### config.mk
export PLATFORM = sky130hd
export DESIGN_NAME = ram_stream_reader_flat
export DESIGN_NICKNAME = d
export VERILOG_FILES = /design/src/rtl/ram_stream_reader_if.sv /design/src/rtl/ram_stream_reader.sv /design/src/flat_wrapper.sv
export SDC_FILE = /design/constraint.sdc
export NUM_CORES = 1
export LEC_CHECK = 0
export ABC_AREA = 1
export BUFFER_PORTS_ARGS = -buffer_cell sky130_fd_sc_hd__clkbuf_2
export CAP_MARGIN = 5
export CORE_MARGIN = 8
export CORE_UTILIZATION = 39
export DETAILED_ROUTE_END_ITERATION = 8
export SLEW_MARGIN = 30
export SYNTH_ARGS = -nofsm -noshare
export SYNTH_HDL_FRONTEND = slang
export SYNTH_SLANG_ARGS = --single-unit
### constraint.sdc
create_clock -name clk -period 11.8 [get_ports clk]
set_clock_uncertainty 0.15 [all_clocks]
set_input_delay 0 -clock clk [delete_from_list [all_inputs] [get_ports clk]]
set_output_delay 0 -clock clk [all_outputs]
set_load 0.01 [all_outputs]
### src/rtl/ram_stream_reader_if.sv
// ram_stream_reader_if
// Valid/ready output stream of the RAM read controller.
//   out_valid : a word is available on out_data
//   out_ready : consumer accepts the word this cycle
//   out_data  : stream word (MEM_WIDTH bits)
//   out_last  : marks the final word of a job
// Modports: master = stream producer (the reader), slave = consumer.
interface ram_stream_reader_if #(
    parameter int MEM_WIDTH = 64
) ();
    logic                 out_valid;
    logic                 out_ready;
    logic [MEM_WIDTH-1:0] out_data;
    logic                 out_last;

    modport master (
        output out_valid,
        output out_data,
        output out_last,
        input  out_ready
    );

    modport slave (
        input  out_valid,
        input  out_data,
        input  out_last,
        output out_ready
    );
endinterface

### src/rtl/ram_stream_reader.sv
// ram_stream_reader
// Read-side controller for a simple-dual-port RAM. Issues sequential read
// addresses, tracks the RAM's fixed read latency with a valid pipe, and
// hands the returned words to a valid/ready stream through a small
// credit-protected register FIFO, so no word is lost under backpressure.
// Ports:
//   clk, rst            : clock and synchronous active-high reset
//   start, start_addr,  : job request (sampled only when idle), first
//   num_words             address and word count (0 .. 2^MEM_DEPTH)
//   raddr               : registered read address to the RAM
//   ram_dout            : RAM read data, L = READ_LATENCY+OUTPUT_REG cycles
//                         after raddr
//   strm                : output stream (valid/ready/data/last)
//   busy, done          : busy while not idle; done pulses at job end
module ram_stream_reader #(
    parameter int MEM_WIDTH    = 64,
    parameter int MEM_DEPTH    = 10,
    parameter int READ_LATENCY = 1,
    parameter int OUTPUT_REG   = 0
) (
    input  logic                 clk,
    input  logic                 rst,
    input  logic                 start,
    input  logic [MEM_DEPTH-1:0] start_addr,
    input  logic [MEM_DEPTH:0]   num_words,
    output logic [MEM_DEPTH-1:0] raddr,
    input  logic [MEM_WIDTH-1:0] ram_dout,
    ram_stream_reader_if.master  strm,
    output logic                 busy,
    output logic                 done
);
    localparam int L         = READ_LATENCY + OUTPUT_REG;
    localparam int BUF_DEPTH = L + 2;
    localparam int CNT_W     = $clog2(BUF_DEPTH + 1);
    localparam int PTR_W     = $clog2(BUF_DEPTH);

    localparam logic [1:0] S_IDLE  = 2'd0;
    localparam logic [1:0] S_ISSUE = 2'd1;
    localparam logic [1:0] S_DRAIN = 2'd2;
    localparam logic [1:0] S_DONE  = 2'd3;

    logic [1:0]           state_reg, state_next;
    logic [MEM_DEPTH-1:0] raddr_reg;
    logic [MEM_DEPTH:0]   remaining_reg;   // reads still to be issued
    logic [L-1:0]         pipe_valid_reg;
    logic [L-1:0]         pipe_last_reg;
    logic [MEM_WIDTH-1:0] buf_data_reg [BUF_DEPTH];
    logic [BUF_DEPTH-1:0] buf_last_reg;
    logic [PTR_W-1:0]     rd_ptr_reg, wr_ptr_reg;
    logic [CNT_W-1:0]     occ_reg;

    logic [CNT_W-1:0]     inflight;
    logic [CNT_W:0]       credit_used;
    logic                 out_valid_int;
    logic                 issue, last_issue, push, pop, accept;

    function automatic logic [PTR_W-1:0] ptr_inc(input logic [PTR_W-1:0] p);
        return (p == PTR_W'(BUF_DEPTH - 1)) ? '0 : p + 1'b1;
    endfunction

    always_comb begin
        inflight = '0;
        for (int i = 0; i < L; i++) begin
            inflight = inflight + CNT_W'(pipe_valid_reg[i]);
        end
    end

    assign out_valid_int = (occ_reg != '0);
    assign pop           = out_valid_int & strm.out_ready;
    assign push          = pipe_valid_reg[L-1];

    // Every word already in flight or buffered owns a buffer slot; a new
    // read is issued only if a slot remains after this cycle's pop.
    assign credit_used = {1'b0, inflight} + {1'b0, occ_reg} - (CNT_W+1)'(pop);
    assign issue       = (state_reg == S_ISSUE) && (credit_used < (CNT_W+1)'(BUF_DEPTH));
    assign last_issue  = issue && (remaining_reg == (MEM_DEPTH+1)'(1));
    assign accept      = (state_reg == S_IDLE) && start && (num_words != '0);

    always_comb begin
        state_next = state_reg;
        case (state_reg)
            S_IDLE: begin
                if (start) begin
                    state_next = (num_words == '0) ? S_DONE : S_ISSUE;
                end
            end
            S_ISSUE: begin
                if (last_issue) begin
                    state_next = S_DRAIN;
                end
            end
            S_DRAIN: begin
                // Leave as the final word is handshaken so done lands in
                // the very next cycle.
                if (inflight == '0 &&
                    (occ_reg == '0 || (occ_reg == CNT_W'(1) && pop))) begin
                    state_next = S_DONE;
                end
            end
            default: state_next = S_IDLE;
        endcase
    end

    always_ff @(posedge clk) begin
        if (rst) begin
            state_reg     <= S_IDLE;
            raddr_reg     <= '0;
            remaining_reg <= '0;
        end else begin
            state_reg <= state_next;
            if (accept) begin
                raddr_reg     <= start_addr;
                remaining_reg <= num_words;
            end else if (issue) begin
                raddr_reg     <= raddr_reg + 1'b1;   // wraps modulo depth
                remaining_reg <= remaining_reg - 1'b1;
            end
        end
    end

    // Valid/last pipe aligned with the RAM read latency; only real issues
    // carry a valid bit, so the RAM's every-cycle reads are ignored.
    generate
        for (genvar gi = 0; gi < L; gi++) begin : g_pipe
            always_ff @(posedge clk) begin
                if (rst) begin
                    pipe_valid_reg[gi] <= 1'b0;
                    pipe_last_reg[gi]  <= 1'b0;
                end else begin
                    if (gi == 0) begin
                        pipe_valid_reg[gi] <= issue;
                        pipe_last_reg[gi]  <= last_issue;
                    end else begin
                        pipe_valid_reg[gi] <= pipe_valid_reg[(gi == 0) ? 0 : gi-1];
                        pipe_last_reg[gi]  <= pipe_last_reg[(gi == 0) ? 0 : gi-1];
                    end
                end
            end
        end
    endgenerate

    // Buffer storage needs no reset: the outputs are gated by occupancy.
    always_ff @(posedge clk) begin
        if (push) begin
            buf_data_reg[wr_ptr_reg] <= ram_dout;
            buf_last_reg[wr_ptr_reg] <= pipe_last_reg[L-1];
        end
    end

    always_ff @(posedge clk) begin
        if (rst) begin
            rd_ptr_reg <= '0;
            wr_ptr_reg <= '0;
            occ_reg    <= '0;
        end else begin
            if (push) begin
                wr_ptr_reg <= ptr_inc(wr_ptr_reg);
            end
            if (pop) begin
                rd_ptr_reg <= ptr_inc(rd_ptr_reg);
            end
            occ_reg <= occ_reg + CNT_W'(push) - CNT_W'(pop);
        end
    end

    assign raddr          = raddr_reg;
    assign strm.out_valid = out_valid_int;
    assign strm.out_data  = out_valid_int ? buf_data_reg[rd_ptr_reg] : '0;
    assign strm.out_last  = out_valid_int & buf_last_reg[rd_ptr_reg];
    assign busy           = (state_reg != S_IDLE);
    assign done           = (state_reg == S_DONE);
endmodule

### src/flat_wrapper.sv
// flat-port wrapper written by rule: the top's interface ports become plain ports
module ram_stream_reader_flat 
#(
    parameter int MEM_WIDTH    = 64,
    parameter int MEM_DEPTH    = 10,
    parameter int READ_LATENCY = 1,
    parameter int OUTPUT_REG   = 0
)
  (clk, rst, start, start_addr, num_words, raddr, ram_dout, busy, done, strm_out_valid, strm_out_data, strm_out_last, strm_out_ready);
  ram_stream_reader_if #(.MEM_WIDTH(MEM_WIDTH)) strm_i ();
  input  logic clk;
  input  logic rst;
  input  logic start;
  input  logic [MEM_DEPTH-1:0] start_addr;
  input  logic [MEM_DEPTH:0] num_words;
  output logic [MEM_DEPTH-1:0] raddr;
  input  logic [MEM_WIDTH-1:0] ram_dout;
  output logic busy;
  output logic done;
  output wire logic [$bits(strm_i.out_valid)-1:0] strm_out_valid;
  output wire logic [$bits(strm_i.out_data)-1:0] strm_out_data;
  output wire logic [$bits(strm_i.out_last)-1:0] strm_out_last;
  input wire logic [$bits(strm_i.out_ready)-1:0] strm_out_ready;
  assign strm_out_valid = strm_i.out_valid;
  assign strm_out_data = strm_i.out_data;
  assign strm_out_last = strm_i.out_last;
  assign strm_i.out_ready = strm_out_ready;
  ram_stream_reader #(.MEM_WIDTH(MEM_WIDTH), .MEM_DEPTH(MEM_DEPTH), .READ_LATENCY(READ_LATENCY), .OUTPUT_REG(OUTPUT_REG)) u_core (.clk(clk), .rst(rst), .start(start), .start_addr(start_addr), .num_words(num_words), .raddr(raddr), .ram_dout(ram_dout), .strm(strm_i), .busy(busy), .done(done));
endmodule
Word-level counts from Yosys, hierarchy flattened
Memories as Yosys holds them, arrays and structs flattened. A register that Yosys moved wholly into a read port is not among the register bits.
Cells that the tools add are included.
{ "totals": {"output_inout_bits": 78, "elab_cells": 72, "in_bits": 89, "regBits": 34, "ramBits": 192, "n_memories": 1} }
{ "op_classes": {"bitwise": 2, "muxes": 21, "order_cmp": 4, "add_sub_neg": 8, "eq_ne": 10, "n_reduce_logical": 17} }
{ "mem_list": {"columns": ["name", "words", "word_bits", "rd", "rd_clocked_by_memory_dff", "wr", "line", "source"], "rows": [
  ["u_core.buf_data_reg", 3, 64, 1, 1, 1, "ram_stream_reader.sv:47", "logic [MEM_WIDTH-1:0] buf_data_reg [BUF_DEPTH];"]
]} }
{ "ops": {"columns": ["operator", "n"], "rows": [
  ["64-bit 2-to-1 mux", 1],
  ["11-bit 2-to-1 mux", 2],
  ["10-bit 2-to-1 mux", 2],
  ["2-bit 2-to-1 mux", 8],
  ["11-bit by 1-bit == test with 1-bit output, second input constant", 1],
  ["11-bit logical NOT", 1],
  ["11-bit nonzero test", 1],
  ["11-bit by 1-bit subtractor with 11-bit output, second input constant", 1],
  ["10-bit by 1-bit adder with 10-bit output, second input constant", 1],
  ["2-bit == test, second input constant", 4],
  ["1-bit logical AND", 7],
  ["2-bit logical NOT", 3],
  ["2-bit by 3-bit less-than comparator with 1-bit output, second input constant", 2],
  ["2-bit case mux with 3 select lines", 1],
  ["2-bit nonzero test", 3],
  ["2-bit by 1-bit adder with 2-bit output, second input constant", 2],
  ["2-bit by 1-bit == test with 1-bit output, second input constant", 2],
  ["1-bit 2-to-1 mux", 4],
  ["2-bit by 1-bit inequality test with 1-bit output, second input constant", 2],
  ["1-bit by 2-bit adder with 3-bit output", 1],
  ["3-bit bitwise mux", 1],
  ["3-bit by 2-bit less-than comparator with 1-bit output, second input constant", 1],
  ["3-bit AND reduction", 1],
  ["3-bit by 1-bit subtractor with 3-bit output", 1],
  ["8 further kinds", 9]
]} }

Depth between registers and ports, before layout
Gate-level depths: netlist (run 1).
{ "logic_depth": {"ltp_word": 8, "mapped_depth": 14, "ltp_nobuf": 14} }

Worst setup path before layout (run 1)
No wires, ideal clock.
{ "synth_timing": {"kind": "register -> register", "startpoint": "reg u_core.pipe_valid_reg", "endpoint": "mem u_core.buf_data_reg[0][0] (enable)", "setup_slack_ps": 6158, "n_path_buf": 0, "synth_period_minus_slack_ps": 5642, "arrival_time_ps": 4921, "t_required_ps": 11079, "setup_time_ps": 571, "stages_incl_launch_ff": 3, "cell_sequence": "dfxtp_1 -> inv_1 -> nor3_1"} }
{ "synth_via": {"elab_chain_cells": 2} }
{ "synth_rtl": {"columns": ["item", "line", "source"], "rows": [
  ["start: declaration", "ram_stream_reader.sv:45", "logic [L-1:0] pipe_valid_reg;"],
  ["start signal: indexed assignment", "ram_stream_reader.sv:131", "pipe_valid_reg[gi] <= issue;"],
  ["start signal: indexed assignment", "ram_stream_reader.sv:134", "pipe_valid_reg[gi] <= pipe_valid_reg[(gi == 0) ? 0 : gi-1];"],
  ["1-bit 2-to-1 mux", "ram_stream_reader.sv:144", "if (push) begin"],
  ["1-bit 2-to-1 mux (not written as such)", "ram_stream_reader.sv:145", "buf_data_reg[wr_ptr_reg] <= ram_dout;"],
  ["end: declaration", "ram_stream_reader.sv:47", null]
]} }
No other way between the ends.

Worst setup path after layout (run 1)
{ "layout_timing": {"startpoint": "reg u_core.occ_reg[1]", "endpoint": "reg u_core.remaining_reg[4]"} }
{ "layout_via": {"elab_chain_cells": 6, "elab_cells_between_ends": 7, "cone_classes": "2 x add/sub; 1 x order compare; 1 x bitwise; 3 x reduce/logical"} }
{ "layout_rtl": {"columns": ["item", "line", "source"], "rows": [
  ["start: declaration", "ram_stream_reader.sv:50", "logic [CNT_W-1:0] occ_reg;"],
  ["start signal: assignment", "ram_stream_reader.sv:162", "occ_reg <= occ_reg + CNT_W'(push) - CNT_W'(pop);"],
  ["branches (longest 2 deep; another with 1-bit by 2-bit adder with 3-bit output)", null, null],
  ["3-bit by 1-bit subtractor with 3-bit output *", "ram_stream_reader.sv:74", "assign credit_used = {1'b0, inflight} + {1'b0, occ_reg} - (CNT_W+1)'(pop);"],
  ["3-bit by 2-bit less-than comparator with 1-bit output *", "ram_stream_reader.sv:75", "assign issue = (state_reg == S_ISSUE) && (credit_used < (CNT_W+1)'(BUF_DEPTH));"],
  ["1-bit logical AND *", "ram_stream_reader.sv:75", null],
  ["2-bit nonzero test (no line) *", null, null],
  ["end signal: assignment", "ram_stream_reader.sv:113", "remaining_reg <= num_words;"],
  ["end signal: assignment", "ram_stream_reader.sv:116", "remaining_reg <= remaining_reg - 1'b1;"],
  ["end: declaration", "ram_stream_reader.sv:44", "logic [MEM_DEPTH:0] remaining_reg;"]
]} }
Every way passes the cells marked *.
A chain may end at the register's enable or synchronous reset.

==> results of run 1 <==
layer usage:
metal / up-vias / wire, um
met5: - / 0
met4: 0 / 258
met3: 21 / 1380
met2: 176 / 11400
met1: 3336 / 9390
li1: 3426 / -
cells by family (layout without fill, tap and decap cells):
kind of cell | Yosys count | count (layout) | share of synthesized area, %
compound gates | 173 | 173 | 9.11
xor+xnor | 13 | 13 | 1.16
mux | 64 | 64 | 7.32
buf+inv | 195 | 484 | 7.84
simple gates | 167 | 167 | 7.18
fa+ha+maj | 9 | 9 | 1.22
flops | 228 | 228 | 66.2
where the power goes:
| group | switching [W] | total, W | internal, W |
|---|---|---|---|
| Combinational | 0.000536 | 0.000889 | 0.000352 |
| Clock | 0.000293 | 0.000782 | 0.000489 |
| Sequential | 0.0000597 | 0.00102 | 0.000961 |
cell usage in the layout, fill, tap and decap left out, drive strengths merged:
cell type and n:
nand3b 2, a211oi 2, nor2 50, o211a 2
nand3 22, a21oi 87, nand2 81, clkbuf 199
xnor2 4, dlygate4sd3 107, clkinvlp 1, dfxtp 33
inv 161, edfxtp 195, nor3 6, o21bai 2
or2 1, fa 1, mux2 64, clkinv 6
o21ai 80, nand4 5, bufinv 4, ha 8
buf 6, xor2 9
final cells by class:
class                      count  area (sq um)
fill                        2189         12100
timing repair buffer         279          1950
clock inverter                12           164
tap                          330           413
sequential                   228          6520
inverter                     160           601
multi-input combinational    426          2580
clock buffer                  33           676
through the flow:
stage          cell area, sq um  utilization, %  power (W)  hold slack (ns)  worst slack [ns]
5_1_grt                   12900            51.7    0.00287           0.0789              7.19
2_1_floorplan              9850               -    0.00160          -0.0511              6.16
6_report                  12900            51.7    0.00269           0.0934              7.52
3_5_place_dp              11000            44.0    0.00188           0.0568              7.92
3_3_place_gp              11000            44.0    0.00188           0.0535              7.96
4_1_cts                   12900            51.7    0.00272           0.0660              7.51
worst register-to-register path: stages, from the launching register on:
cell and delay [ns]:
dfxtp_1 0.39, nor2_4 0.12, buf_4 0.65, nor2_1 0.24, xor2_1 0.20, ha_1 0.16, inv_1 0.05, fa_1 0.51
o21ai_1 0.11, nor2_2 0.65, nand4_1 0.17, nand3_1 0.12, a21oi_1 0.07, dlygate4sd3_1 0.58
path summary, 6_finish.rpt:
| kind | cells after the start | start | slack, ns | end |
|---|---|---|---|---|
| worst max register to register | 13 | u_core.occ_reg[1] | 7.52 | u_core.remaining_reg[4] |
| worst max-delay path | 13 | u_core.occ_reg[1] | 7.52 | u_core.remaining_reg[4] |
| worst min register to register | 0 | u_core.pipe_last_reg | 0.32 | u_core.buf_last_reg[2] |
| worst min-delay path | 2 | ram_dout[21] | 0.09 | u_core.buf_data_reg[1][21] |
==> run metrics, run 1 <==
antenna violations before repair=0; Wirelength per Cell=roughly 15 um; wire length of the first global-routing pass=36.3 mm; starting density of the core=roughly two fifths; Global Route met2 Usage=between 20% and 30%; type of the setup path with the least slack=reg2reg; CP max FO=67; number of non-filler instances in the completed layout=1468; net total in the final layout=1218; most used routing layer=met2; post-synthesis net count=roughly 950; Peak supply drop=around 97 uV; final-report max-slew violation count=0; number of flip-flops and latches in the synthesized netlist=228; number of sinks handled by clock tree synthesis=approximately 230; startpoint class of the critical path=register; total number of vias=6959; clock insertion delay at the later pin of the skew report=0.51 ns; main area contributors after synthesis=edfxtp_1 (59%), mux2_2 (7.3%), dfxtp_1 (6.7%); setup tns final=0 ns; global-route congestion overflow total=0; cell type with the highest aggregate area in the netlist=edfxtp_1; Post-CTS Hold Buffers=107; number of buffers inserted by post-CTS setup repair=0; gate count of the mapped netlist=about 850; worst hold-check path type=in2reg; clock tree from TritonCTS=done; initial detailed-routing violation count=328; full die area=30600 sq um; I/O pin total=167; post-cts repair resize count=0; max frequency=approximately 0.23 GHz; number of placed instances, taps included=between 1000 and 1500; Bufs on Longest Clock Path=3; Reg clk slew, reported paths=0.06 ns; 1st-pass router iterations=5; Final ANT Viol Nets=0; kind of end point of the critical path=register; kind of cell adding the most delay to the critical path=simple AND/OR/NAND/NOR gates; highest-delay cell along the critical path=buf_4; count of warnings emitted by yosys=0; buffers added on ports=~170; power density relative to cell area=208 nW/um^2; critical path cell sequence=nor2_4 -> buf_4 -> nor2_1 -> xor2_1 -> ha_1 -> inv_1 -> fa_1 -> o21ai_1 -> nor2_2 -> nand4_1 -> nand3_1 -> a21oi_1 -> dlygate4sd3_1; share of synthesized area occupied by flip-flops and latches=66.2%; x dimension of the die=approximately 170 um; count of unique library cells instantiated by Yosys=29; number of antenna repair diodes=0; Async SR Flop Fraction=0%; Mapped Area=9850 sq um; Root Buffer=clkbuf_16; Final GP Congestion=0.790; met3 Resource Use GR=3.41%; layout cells sized above 1=roughly a quarter; number of buffers created by CTS=25; Final Setup Violations=0; Worst-Margin Slew=0.907 ns; result of the run=finished, final reports clean; largest net degree at the start of global routing=about 100; max FFs per register=approximately 190; Synth top cells by count=edfxtp_1 (195), inv_1 (160), a21oi_1 (84); CORE AREA=25000 sq um; area added between synthesis and finish=31.1%; Total Wirelength=roughly 22 mm; CTS H-tree depth=1; maximum capacitance violations=0; CP peak stage delay=0.65 ns; number of synthesized flops with an enable pin=around 200; Final Hold Violating Endpoints=0; global routing usage summed across all routing layers=between 10% and 20%; count of standard-cell rows=58; height of the die=175 um; vias per std cell=4.74; CP arrival=4.51 ns; grt met1 use=17.1%; Max transition margin=39.5%; clock period minus final worst setup slack=4.28 ns; HPWL after detailed placement=13.4 mm; leading register cell type out of synthesis=edfxtp_1; dominant cell by count in the synthesized netlist=edfxtp_1; total buffers and inverters traversed by the critical path=3; Remaining DRCs=0; setup repair after global routing missed its margin=no; Tcrit/Tclk final=between 30 and 40%; mean instance size in the synthesized netlist=approximately 12 sq um; proportion of netlist area held by the largest area contributor=around three fifths; vias in the first global route=7242; critical path required time=12.03 ns; leakage power of the design=between 5 and 6 nW
(Power assumes the default switching activity.)
==> inputs of run 2 (changes only) <==
- clock period: 11.8 -> 4.1 ns (I/O delays scaled with it)
==> run metrics, run 2 (synthesis gave the netlist of run 1 again) <==
cell area after layout=12800 sq um; layout cells sized above 1=25.0%; Wirelength per Cell=15.2 um; Post-CTS Hold Buffers=106; initial detailed-routing violation count=406; final-report max-slew violation count=0; Bufs on Longest Clock Path=3; final worst hold slack=0.0983 ns; Total Wirelength=22.4 mm; startpoint of the tightest hold check path=ram_dout[21]; largest net degree at the start of global routing=85; Register-to-Register Setup Slack=0.45 ns; leakage power of the design=5.58 nW; area added between synthesis and finish=30.2%; endpoint of the worst hold-timing path=u_core.buf_data_reg[2][21]; Final Power=0.00749 W; most frequent cells in the layout=edfxtp_1 (195), clkbuf_2 (166), inv_1 (160), dlygate4sd3_1 (106), a21oi_1 (84); type of the setup path with the least slack=reg2reg; total number of vias=6843; kind of end point of the critical path=register; startpoint of the most critical setup path=u_core.occ_reg[1]; Reg clk slew, reported paths=0.06 ns; Remaining DRCs=0; global-route congestion overflow total=0; net total in the final layout=1218; Max transition margin=about 42%; Reg area=between 6000 and 7000 sq um; height of the die=175 um; CP arrival=approximately 3.9 ns; count of standard-cell rows=58; 1st-pass router iterations=5; Filler cells=2195; worst reg2reg path depth=12; Final Worst Setup Slack=approximately 0.45 ns; most frequent standard cell in the layout excluding fill and tap cells=edfxtp_1; startpoint class of the critical path=register; number of antenna repair diodes=0; max FFs per register=192; max frequency=0.274 GHz; full die area=~30000 sq um; clock insertion delay at the later pin of the skew report=0.50 ns; CP max FO=15; Placement Setup Slack=~0.86 ns; starting density of the core=approximately 39%; wire length of the first global-routing pass=35.9 mm; number of sinks handled by clock tree synthesis=228; antenna violations before repair=0; Final ANT Viol Nets=0; power density relative to cell area=584 nW/um^2; CTS H-tree depth=1; Peak supply drop=319 uV; Tcrit/Tclk final=89.1%; x dimension of the die=175 um; area of the multi-input gates=2580 sq um; cell area after placement=11000 sq um; vias in the first global route=between 6000 and 7000; worst hold-check path type=in2reg; I/O pin total=167; Reg-to-Reg End=u_core.remaining_reg[4]; Final Setup Violations=0; buffers added on ports=166; number of buffers inserted by post-CTS setup repair=0; Reg2Reg Launch Point=u_core.occ_reg[1]; CORE AREA=~25000 sq um; global routing usage summed across all routing layers=between 10 and 15%; critical path required time=between 4 and 5 ns; Final GP Congestion=0.779; post-cts repair resize count=0; setup repair after global routing missed its margin=no; number of buffers created by CTS=25; HPWL after detailed placement=13.6 mm; Final Hold Violating Endpoints=0; clock tree from TritonCTS=done; number of stages on the worst hold path=2; vias per std cell=approximately 4.7; Worst-Margin Slew=0.863 ns; maximum capacitance violations=0; clock period minus final worst setup slack=~3.7 ns; result of the run=finished, final reports clean; Root Buffer=clkbuf_16
[run 2: final cells by class]
cell class / instances / area share, %
Clock inverter: 14 / 0.742
Sequential cell: 228 / 50.9
Inverter: 160 / 4.68
Multi-Input combinational cell: 426 / 20.1
Clock buffer: 29 / 5.00
Tap cell: 330 / 3.22
Timing Repair Buffer: 279 / 15.4
[run 2: power by group]
group / internal [W] / switching [W] / leakage [nW]
clock network: 0.00117 / 0.000835 / 0.352
logic: 0.00102 / 0.00149 / 3.20
registers: 0.00276 / 0.000214 / 2.03
[run 2: worst max-delay path, cell delays in order, from the launching register on]
cell and delay (ns):
dfxtp_1 0.49, nor2_4 0.07, nor2_1 0.25, xor2_1 0.19
ha_1 0.16, inv_1 0.04, fa_1 0.50, o21ai_1 0.10
nor2_2 0.65, nand4_1 0.17, nand3_1 0.12, a21oi_1 0.06
dlygate4sd3_1 0.57
[run 2: worst max path at each step]
stage	to	cells past startpoint	slack (ns)
after detailed placement	u_core.state_reg[1]	13	0.86
after floorplan	u_core.buf_data_reg[0][0]	2	-1.54
after global placement	u_core.state_reg[1]	13	0.91
after CTS	u_core.remaining_reg[4]	12	0.42
after global routing	u_core.raddr[1]	13	0.19
final	u_core.remaining_reg[4]	12	0.45
[run 2: metrics by stage]
stage / setup TNS, ns / instances / util (%)
final: 0 / 1466 / 51.4
after global routing: 0 / 1466 / 51.4
after CTS: 0 / 1466 / 51.4
after detailed placement: 0 / 1317 / 44.2
after global placement: 0 / 1317 / 44.2
after floorplan: -202.91 / 849 / -
[run 2: per-layer routing]
layer	wire [um]	GRT usage, %	vias up
met4	301	3.29	0
li1	-	-	3419
met5	0	0	-
met1	9600	18.0	3214
met3	1440	2.83	27
met2	11000	24.8	183
